===== config.mk =====
export PLATFORM = sky130hd
export DESIGN_NAME = ika9958_slot_sequencer
export DESIGN_NICKNAME = d
export VERILOG_FILES = /design/src/rtl/ika9958_slot_sequencer.sv
export SDC_FILE = /design/constraint.sdc
export NUM_CORES = 1
export LEC_CHECK = 0
export ABC_AREA = 1
export ABC_CLOCK_PERIOD_IN_PS = 2500
export CAP_MARGIN = 0
export CORE_UTILIZATION = 63
export CTS_BUF_LIST = sky130_fd_sc_hd__clkbuf_8 sky130_fd_sc_hd__clkbuf_16
export DETAILED_ROUTE_END_ITERATION = 10
export GPL_TIMING_DRIVEN = 0
export PLACE_DENSITY = 0.87
export SYNTH_ARGS = -nofsm -noshare
export SYNTH_HDL_FRONTEND = slang
export SYNTH_SLANG_ARGS = --single-unit

===== constraint.sdc =====
create_clock -name phiA -period 2.5 [get_ports phiA]
set_input_delay 0.375 -clock phiA [delete_from_list [all_inputs] [get_ports phiA]]
set_output_delay 0.375 -clock phiA [all_outputs]
set_load 0.05 [all_outputs]

===== src/rtl/ika9958_slot_sequencer.sv =====
// Horizontal slot sequencer: tile/line counter with run-time tile length, registered
// cycle-in-tile decode, end-of-tile/end-of-line strobes and programmable window latches.
module ika9958_slot_sequencer #(
    parameter int unsigned    CNT_W    = 9,
    parameter int unsigned    LO_W     = 4,
    parameter int unsigned    TILE_A   = 16,
    parameter int unsigned    TILE_B   = 12,
    parameter logic [CNT_W-1:0] END_CNT  = 9'h1FF,
    parameter logic [CNT_W-1:0] LOAD_VAL = 9'h1D3,
    parameter int unsigned    N_WIN    = 8,
    localparam int unsigned   IW       = (N_WIN > 1) ? $clog2(N_WIN) : 1
) (
    input  logic              phiA,
    input  logic              RST,
    input  logic              phiL_NCEN,
    input  logic              txt_mode,
    input  logic              line_sync,
    input  logic              win_wr_en,
    input  logic [IW-1:0]     win_wr_idx,
    input  logic [CNT_W-1:0]  win_wr_set,
    input  logic [CNT_W-1:0]  win_wr_clr,
    input  logic              win_wr_arm,
    output logic [CNT_W-1:0]  cnt,
    output logic [TILE_A-1:0] cyc,
    output logic              eot,
    output logic              line_end,
    output logic [N_WIN-1:0]  win,
    output logic              mode_q
);

    localparam int unsigned HI_W = CNT_W - LO_W;
    localparam logic [LO_W-1:0] TA_LAST = LO_W'(TILE_A - 1);
    localparam logic [LO_W-1:0] TB_LAST = LO_W'(TILE_B - 1);

    logic [CNT_W-1:0]  cnt_q, cnt_d;
    logic [TILE_A-1:0] cyc_q, cyc_d;
    logic              eot_q, eot_d;
    logic              line_end_q, line_end_d;
    logic              mode_sel_q, mode_sel_d;
    logic [N_WIN-1:0]  win_q, win_d;

    logic [N_WIN-1:0][CNT_W-1:0] set_q, set_d;
    logic [N_WIN-1:0][CNT_W-1:0] clr_q, clr_d;
    logic [N_WIN-1:0]            arm_q, arm_d;

    logic [LO_W-1:0] lo;
    logic [HI_W-1:0] hi;
    logic            tile_last;
    logic            at_end;

    assign lo        = cnt_q[LO_W-1:0];
    assign hi        = cnt_q[CNT_W-1:LO_W];
    // >= rather than == so a load that lands past the tile end still wraps
    assign tile_last = lo >= (mode_sel_q ? TB_LAST : TA_LAST);
    assign at_end    = cnt_q == END_CNT;

    always_comb begin
        cnt_d      = cnt_q;
        cyc_d      = cyc_q;
        eot_d      = eot_q;
        line_end_d = line_end_q;
        mode_sel_d = mode_sel_q;
        win_d      = win_q;
        if (phiL_NCEN) begin
            eot_d      = tile_last & ~line_sync;
            line_end_d = at_end & ~line_sync;
            for (int unsigned i = 0; i < TILE_A; i++) begin
                cyc_d[i] = lo == LO_W'(i);
            end
            if (line_sync) begin
                cnt_d = LOAD_VAL;
            end else if (at_end) begin
                cnt_d = '0;
            end else if (tile_last) begin
                cnt_d      = {hi + HI_W'(1), {LO_W{1'b0}}};
                mode_sel_d = txt_mode;
            end else begin
                cnt_d = {hi, lo + LO_W'(1)};
            end
            // Compares see the pre-update count and pre-write registers
            for (int unsigned k = 0; k < N_WIN; k++) begin
                if (!arm_q[k]) begin
                    win_d[k] = 1'b0;
                end else if (cnt_q == clr_q[k]) begin
                    win_d[k] = 1'b0;
                end else if (cnt_q == set_q[k]) begin
                    win_d[k] = 1'b1;
                end
            end
        end
    end

    // Register-file writes ignore the clock enable; out-of-range indices match no channel
    always_comb begin
        set_d = set_q;
        clr_d = clr_q;
        arm_d = arm_q;
        for (int unsigned k = 0; k < N_WIN; k++) begin
            if (win_wr_en && (win_wr_idx == IW'(k))) begin
                set_d[k] = win_wr_set;
                clr_d[k] = win_wr_clr;
                arm_d[k] = win_wr_arm;
            end
        end
    end

    always_ff @(posedge phiA) begin
        if (RST) begin
            cnt_q      <= '0;
            cyc_q      <= '0;
            eot_q      <= 1'b0;
            line_end_q <= 1'b0;
            mode_sel_q <= 1'b0;
            win_q      <= '0;
            set_q      <= '0;
            clr_q      <= '0;
            arm_q      <= '0;
        end else begin
            cnt_q      <= cnt_d;
            cyc_q      <= cyc_d;
            eot_q      <= eot_d;
            line_end_q <= line_end_d;
            mode_sel_q <= mode_sel_d;
            win_q      <= win_d;
            set_q      <= set_d;
            clr_q      <= clr_d;
            arm_q      <= arm_d;
        end
    end

    assign cnt      = cnt_q;
    assign cyc      = cyc_q;
    assign eot      = eot_q;
    assign line_end = line_end_q;
    assign win      = win_q;
    assign mode_q   = mode_sel_q;

endmodule


======== Word-level counts from Yosys, hierarchy flattened ========
Index checks and enable logic that the tools add are counted.
word-level totals
  flip-flop bits (word level) ............. 188
  input port bits ......................... 28
  output and inout bits ................... 36
  word-level logic and storage cells ...... 141
cells by class
  add/subtract/negate cells ............... 2
  magnitude comparators ................... 1
  equal/unequal tests ..................... 47
  mux-type cells .......................... 28
  bitwise gates (word level) .............. 4
  reduce and logical (&&, ||, !) cells .... 21
operators by type and width
  operator                                                count
  equality test 9 bit                                     16
  equality test 4 bit (second input constant)             8
  2-to-1 mux 9 bit                                        3
  2-to-1 mux 1 bit                                        24
  inequality test 3 x 1 -> 1 bit (second input constant)  8
  AND reduction 2 bit                                     9
  equality test 4 x 3 -> 1 bit (second input constant)    4
  equality test 3 bit (second input constant)             4
  equality test 9 bit (second input constant)             1
  equality test 4 x 2 -> 1 bit (second input constant)    2
  logical AND 1 bit                                       8
  equality test 3 x 2 -> 1 bit (second input constant)    2
  adder 5 x 1 -> 5 bit (second input constant)            1
  adder 4 x 1 -> 4 bit (second input constant)            1
  equality test 4 x 1 -> 1 bit (second input constant)    1
  >= comparator 4 bit                                     1
  logical NOT 4 bit                                       1
  AND reduction 4 bit                                     1
  equality test 3 x 1 -> 1 bit (second input constant)    1
  logical NOT 3 bit                                       1
  2-to-1 mux 3 bit                                        1
  nonzero test 3 bit                                      1
  bitwise AND 1 bit                                       2
  NOT 1 bit                                               2

======== Longest topological paths before layout ========
Gate-level depths: netlist (run 1).
  depth after elaboration ................. 5
  mapped depth ............................ 11
  mapped depth without buffers ............ 10

======== Worst setup path before layout (run 1) ========
No wires, ideal clock.
  kind .................................... reg-to-reg
  from .................................... register cnt_q[1] (netlist: cnt[1])
  to ...................................... register cnt_q[5] (netlist: cnt[5])
  library setup time ...................... 113 ps
  data arrival time ....................... 1676 ps
  required time ........................... 2387 ps
  path slack .............................. 712 ps
  stages on the path, launching flop included .. 11
  path buffers ............................ 0
  period minus slack after synthesis ...... 1788 ps
  path through ............................ dfxtp_1 -> ha_1 -> nand2_1 -> a21oi_2 -> inv_2 -> nand2_1 -> nand2_1 -> nand2_2 -> o21ai_1 -> nand2_1 -> nor2_1
on the way
  word-level cells in the longest chain between the ends .. 3
  elaborated cells on any way between the ends .. 6
  those cells by class .................... order compare: 1; eq/ne: 1; mux: 2; reduce/logical: 2
RTL lines
  element                                                                          RTL line  RTL
  from (decl)                                                                      35        logic [CNT_W-1:0] cnt_q, cnt_d;
  from (signal assigned)                                                           119       cnt_q <= cnt_d;
  >= comparator 4 bit / equality test 9 bit (equally long branches)                54, 55
  nonzero test 3 bit (no source line) / 2-to-1 mux 9 bit (equally long branches)   --
  AND reduction 2 bit (no source line) / 2-to-1 mux 9 bit (equally long branches)  --
Parallel ways exist; a longest one is shown, timed or not.
A chain may end at the register's enable or synchronous reset.

======== Worst setup path in the final report (run 1) ========
  from .................................... register cnt_q[0] (netlist: cnt[0])
  to ...................................... output port cnt[0]
RTL lines
  element    RTL line  RTL
  to (decl)  23        output logic [CNT_W-1:0] cnt,
No word-level cell between the ends.

==> metrics, run 1 <==
area leader, netlist=sky130_fd_sc_hd__dfxtp_1; wire length reported by the detailed router=~28,000 um; unique cell type count in the Yosys netlist=28; share of the synthesized area in the top cell type=0.416; drt first-iter violations=about 1,300; first-pass detailed-route iteration total=6; slowest cell delay on critical path=between 800 and 900 ps; Synth Warn #=0; number of hold buffers added after cts=0; detail-routed net length per standard cell=18.0 um; post-CTS setup repair buffer count=0; buffers from clock root to sink, at most=2; kind of path behind the tightest hold check=input pin to flip-flop; dpl cells=approximately 1,500; CTS buffer count=17; DP HPWL=a little under 20,000 um; outcome=finished, final reports clean; largest fanout on the critical path=4; die area=approximately 15,000 um2; vias per std cell=between 5 and 6; launching element type of the critical path=flip-flop; post-synth net total=around 1,300; Fmax=481 MHz; number of max-cap violations=0; post-CTS clock slew at the launch and capture registers of the worst setup and hold paths=~70 ps; total standard cell area after synthesis=9040 um2; unrepaired setup endpoints after global routing=false; cell count of the worst hold path=3; arrival time of data at the critical path endpoint=around 1700 ps; clock period minus worst slack=around 2100 ps; H-tree depth=4; most common library cell in the layout ignoring fill and taps=sky130_fd_sc_hd__nor2_1; Gate Count Post-Synth=~1,300; Placement Rows=43; largest net degree at the start of global routing=17; global-route wire length before repair=about 44,000 um; IO Port Bufs=53; Die Wd=122 um; share of the yosys chip area belonging to registers=0.416; capture instance of the worst register-to-register path=cnt[5]; Mapped Avg Cell Area=roughly 7.0 um2; Slew Viols, Final=0; residual DRC count=0; critical path required time=roughly 2100 ps; total congestion overflow after global routing=0; TritonCTS clock tree=done; setup slack on the worst flop-to-flop path=~750 ps; complex-gate fraction of the synthesized area=0.163; FF+latch count, synth=~190; clock skew after layout=approximately 9 ps; kind of capture point of the worst setup path=output port; worst-case hold slack=326 ps; cells on worst reg2reg path=10; accumulated negative setup slack=0 ps; Largest delay share family, worst path=buffers and inverters; net count of the finished layout=around 1,400; vias after detailed routing=8,990; classification of the worst setup path=flip-flop to output port; antenna fix cells=0; insertion delay of the later-clocked pin in the worst-skew pair=around 440 ps; starting density of the core=0.649; adder and majority cell fraction of the synthesized area=0.00830; reg2reg start=cnt[1]; die span in y=122 um; main combinational cell family by area after synthesis=simple AND/OR/NAND/NOR gates; remaining number of nets flagged by the antenna check after routing=0; cell with the biggest individual delay on the critical path=sky130_fd_sc_hd__clkdlybuf4s50_1; I/O pins=64; global-route usage over all layers=0.398; number of gates resized after CTS=0; buffer and inverter count on the worst path=1; final-report hold violation count=0; Pleak=around 0.0046 uW; number of global-route vias before repair=between 8,000 and 9,000; cell types occupying the most area after synthesis=sky130_fd_sc_hd__dfxtp_1, sky130_fd_sc_hd__nor2_1, sky130_fd_sc_hd__nand2_1; highest-count cells in the layout ignoring fill and taps=sky130_fd_sc_hd__nor2_1, sky130_fd_sc_hd__nand2_1, sky130_fd_sc_hd__dfxtp_1; placed cell areas=between 9000 and 10,000 um2; initial antenna violation count=0; Pwr per Cell Area=~650 nW/um2; launch instance of the worst min-delay path=win_wr_clr[2]; cell depth of the worst setup path=1; proportion of synthesized area in mux cells=0; number of standard cells in the layout, taps in and fillers out=~1,600; Max-slew headroom=0.618; clock sink total=about 190; core region area=roughly 14,000 um2; part of the cycle the worst path needs=0.832; cell at the root of the clock tree=sky130_fd_sc_hd__clkbuf_16; Synth Area in XOR/XNOR=0.0707; critical-path cell list=clkdlybuf4s50_1; slew of the pin with the lowest slew margin=573 ps; area share of and/or/nand/nor cells after synthesis=0.241; largest vdd supply drop=528 uV; ratio of cells with drive above 1 in the final layout=0.0852; Area Growth Syn to Fin=14.7%; setup violation total in the final timing report=0; Worst Hold Endpoint=clr_q[56]; global placer's final weighted congestion=0.946; design area=between 10,000 and 15,000 um2
-- worst reg2reg max path, stage by stage (launching register included) --
cell	delay, ps
sky130_fd_sc_hd__dfxtp_1	420
sky130_fd_sc_hd__ha_1	230
sky130_fd_sc_hd__nand2_1	80
sky130_fd_sc_hd__a21oi_2	300
sky130_fd_sc_hd__inv_2	80
sky130_fd_sc_hd__nand2_1	100
sky130_fd_sc_hd__nand2_1	80
sky130_fd_sc_hd__nand2_2	150
sky130_fd_sc_hd__o21ai_1	90
sky130_fd_sc_hd__nand2_1	80
sky130_fd_sc_hd__nor2_1	40
-- through the flow --
stage | utilization | total power, uW | setup slack (ps)
after floorplan | - | 3850 | 712
after global placement | 0.703 | 4130 | 436
after detailed placement | 0.703 | 4160 | 380
after CTS | 0.744 | 6740 | 427
after global routing | 0.744 | 7000 | 392
final | 0.744 | 6790 | 419
-- registers in the layout (all words and copies together) (netlist names) --
register,count
arm_q,8
clr_q,72
cnt,9
cyc,16
eot,1
line_end,1
mode_q,1
set_q,72
win,8
-- cell families after synthesis --
family | after synthesis
flops | 188
compound gates | 289
buf+inv | 187
simple gates | 557
xor+xnor | 73
fa+ha+maj | 6
-- how the worst max path moves through the flow --
stage / from / endpoint / slack, ps
after detailed placement: RST / cnt[1] / 380
after CTS: cnt[0] / cnt[0] / 430
after global placement: win_wr_en / set_q[25] / 440
after floorplan: cnt[1] / cnt[5] / 710
after global routing: cnt[0] / cnt[0] / 390
final: cnt[0] / cnt[0] / 420
-- layer usage --
layer	GRT usage	up-vias	part of all wire
met5	0	-	0
met4	0.227	0	0.053
met3	0.104	134	0.11
met2	0.611	573	0.44
met1	0.505	4037	0.39
li1	-	4246	-
-- Yosys cell counts, drive strengths merged --
cell / n
nor3: 2
o21ai: 180
nand4: 3
nand2: 253
nand3: 30
dfxtp: 188
xor2: 26
buf: 57
ha: 6
a22oi: 4
o21bai: 6
clkbuf: 24
a21oi: 99
xnor2: 47
inv: 106
nor2: 269
-- area by class of cell --
| cell class | instances | area [um2] |
|---|---|---|
| inverters | 106 | 408 |
| clock inverters | 14 | 133 |
| flip-flops and latches | 188 | 3760 |
| well taps | 180 | 225 |
| plain buffers | 81 | 502 |
| multi-input cells | 925 | 4370 |
| clock buffers | 18 | 439 |
| fillers | 1089 | 3570 |
| repair buffers | 53 | 531 |
-- power by group --
part	internal (uW)	switching, uW
Sequential	3100	65.2
Clock	1480	1170
Combinational	326	645
Total	4910	1880
Power figures use the tool's default switching activity.
==> run 2: changes to the inputs <==
--- a/config.mk
+++ b/config.mk
@@ -6,13 +6,13 @@
 export NUM_CORES = 1
 export LEC_CHECK = 0
 export ABC_AREA = 1
-export ABC_CLOCK_PERIOD_IN_PS = 2500
+export ABC_CLOCK_PERIOD_IN_PS = 1800
 export CAP_MARGIN = 0
-export CORE_UTILIZATION = 63
+export CORE_UTILIZATION = 53
 export CTS_BUF_LIST = sky130_fd_sc_hd__clkbuf_8 sky130_fd_sc_hd__clkbuf_16
 export DETAILED_ROUTE_END_ITERATION = 10
 export GPL_TIMING_DRIVEN = 0
-export PLACE_DENSITY = 0.87
+export PLACE_DENSITY = 0.78
 export SYNTH_ARGS = -nofsm -noshare
 export SYNTH_HDL_FRONTEND = slang
 export SYNTH_SLANG_ARGS = --single-unit
==> constraint.sdc (replaced) <==
create_clock -name phiA -period 1.8 [get_ports phiA]
set_input_delay 0.27 -clock phiA [delete_from_list [all_inputs] [get_ports phiA]]
set_output_delay 0.27 -clock phiA [all_outputs]
set_load 0.05 [all_outputs]
==> metrics, run 2 (synthesis results as in run 1) <==
Pleak=0.00471 uW (was 0.00455 uW); kind of path behind the tightest hold check=input pin to flip-flop (unchanged); remaining number of nets flagged by the antenna check after routing=0 (unchanged); post-CTS clock slew at the launch and capture registers of the worst setup and hold paths=70 ps (about the same); initial antenna violation count=0 (unchanged); vias per std cell=5.46 (was 5.74); most common library cell in the layout ignoring fill and taps=sky130_fd_sc_hd__nor2_1 (unchanged); die area=17,600 um2 (was 14,800 um2); placed cell areas=9850 um2 (was 9800 um2); Area Growth Syn to Fin=15.0% (was 14.7%); final setup margin=93.4 ps (was 419 ps); number of standard cells in the layout, taps in and fillers out=1,604 (was 1,565); largest vdd supply drop=753 uV (was 528 uV); proportion of power drawn by flip-flops and latches=0.458 (was 0.466); setup slack on the worst flop-to-flop path=90 ps (was 750 ps); total congestion overflow after global routing=0 (unchanged); critical path required time=2180 ps (was 2120 ps); global-route wire length before repair=43,700 um (was 44,400 um); classification of the worst setup path=flip-flop to flip-flop (was flip-flop to output port); detail-routed net length per standard cell=17.4 um (was 18.0 um); cells on worst reg2reg path=8 (was 10); antenna fix cells=0 (unchanged); Logic pwr share=0.138 (was 0.143); reg2reg start=cnt[1] (unchanged); kind of capture point of the worst setup path=flip-flop (was output port); insertion delay of the later-clocked pin in the worst-skew pair=440 ps (about the same); design internal power=6940 uW (was 4910 uW); DP HPWL=19,700 um (was 19,400 um); sw frac=0.276 (was 0.277); fill cell total of the finished layout=1,537 (was 1,089); Max-slew headroom=0.625 (was 0.618); first-pass detailed-route iteration total=6 (unchanged); final-report hold violation count=0 (unchanged); dpl cells=1,573 (was 1,533); CTS buffer count=17 (unchanged); share of power burned in the clock network=0.404 (was 0.391); largest fanout on the critical path=10 (was 4); cell at the root of the clock tree=sky130_fd_sc_hd__clkbuf_16 (unchanged); TritonCTS clock tree=done (unchanged); wire length reported by the detailed router=27,900 um (was 28,100 um); largest net degree at the start of global routing=17 (unchanged); clock period minus worst slack=between 1500 and 2000 ps; unrepaired setup endpoints after global routing=false (unchanged); design area=10,400 um2 (about the same); drt first-iter violations=1,105 (was 1,328); launch instance of the worst min-delay path=win_wr_clr[1] (was win_wr_clr[2]); die span in y=133 um (was 122 um); outcome=finished, final reports clean (unchanged); global-route usage over all layers=0.325 (was 0.398); clock sink total=188 (unchanged); residual DRC count=0 (unchanged); launching element type of the critical path=flip-flop (unchanged); Pwr per Cell Area=921 nW/um2 (was 655 nW/um2); switching power=2640 uW (was 1880 uW); Die Wd=133 um (was 122 um); starting density of the core=0.543 (was 0.649); highest-count cells in the layout ignoring fill and taps=sky130_fd_sc_hd__nor2_1, sky130_fd_sc_hd__nand2_1, sky130_fd_sc_hd__dfxtp_1 (unchanged); arrival time of data at the critical path endpoint=2090 ps (was 1710 ps); vias after detailed routing=8,758 (was 8,990); Placement Rows=47 (was 43); H-tree depth=4 (unchanged); Slew Viols, Final=0 (unchanged); core region area=16,600 um2 (was 13,900 um2); number of global-route vias before repair=8,095 (was 8,451); ratio of cells with drive above 1 in the final layout=0.0874 (was 0.0852); net count of the finished layout=1,406 (unchanged); Worst Hold Endpoint=clr_q[28] (was clr_q[56]); global placer's final weighted congestion=0.919 (was 0.946); pre-CTS setup slack=-193 ps (was 380 ps); IO Port Bufs=53 (unchanged); buffers from clock root to sink, at most=2 (unchanged); capture instance of the worst register-to-register path=win[6] (was cnt[5]); number of max-cap violations=0 (unchanged); I/O pins=64 (unchanged); number of hold buffers added after cts=0 (unchanged); clock skew after layout=4.76 ps (was 9.22 ps); cell count of the worst hold path=3 (unchanged); slew of the pin with the lowest slew margin=562 ps (was 573 ps); setup violation total in the final timing report=0 (unchanged); Fmax=just under 600 MHz; worst-case hold slack=218 ps (was 326 ps); part of the cycle the worst path needs=0.948
-- run 2: what timing repair did --
action | in CTS | in global routing
resized for setup | 36 | 2
setup buffers | 0 | 0
endpoints found under the setup margin | 36 | 4
pin swaps | 0 | 0
-- run 2: critical path: stages, from the launching register on --
cell                       delay, ps
sky130_fd_sc_hd__dfxtp_1         410
sky130_fd_sc_hd__buf_4           250
sky130_fd_sc_hd__buf_6           190
sky130_fd_sc_hd__o21ai_0         110
sky130_fd_sc_hd__nor2_1          240
sky130_fd_sc_hd__nand3_1         130
sky130_fd_sc_hd__o21bai_1        150
sky130_fd_sc_hd__nand2_1          70
sky130_fd_sc_hd__nor2_1          100
-- run 2: cell type report --
| type | count | area (um2) | share of cell area |
|---|---|---|---|
| clock inverter | 13 | 151 | 0.0146 |
| buffer | 81 | 502 | 0.0482 |
| sequential | 188 | 3760 | 0.362 |
| timing repair buffer | 53 | 485 | 0.0467 |
| inverter | 106 | 408 | 0.0392 |
| tap | 220 | 275 | 0.0265 |
| multi-input combinational | 925 | 4380 | 0.421 |
| clock buffer | 18 | 439 | 0.0422 |
-- run 2: stage by stage --
step / power [uW] / util / TNS, ps
6_report: 9580 / 0.625 / 0
2_1_floorplan: 5340 / - / 0
5_1_grt: 9850 / 0.625 / 0
3_3_place_gp: 5750 / 0.592 / -7000
4_1_cts: 9530 / 0.624 / 0
3_5_place_dp: 5770 / 0.592 / -8930
-- run 2: power groups by stage --
stage	combinational, uW	sequential [uW]	clock [uW]
final	1320	4390	3870
after global placement	1280	4470	0
after CTS	1290	4390	3850
after global routing	1440	4400	4010
after detailed placement	1290	4480	0
after floorplan	809	4530	0
-- run 2: layer usage --
layer	share of wire	vias to the layer above	GRT usage
met2	0.45	414	0.514
li1	-	4228	-
met5	0	-	0
met1	0.43	4036	0.429
met4	0.038	0	0.157
met3	0.079	80	0.0563
-- run 2: worst max-delay path by stage --
stage                       from        end  depth (start not counted)
final                     cnt[1]     win[6]                          8
after global routing      cnt[1]     win[5]                          8
after CTS                 cnt[0]     cnt[5]                         10
after detailed placement     RST  clr_q[63]                          6
after global placement       RST  clr_q[63]                          6
after floorplan           cnt[1]     cnt[5]                         10
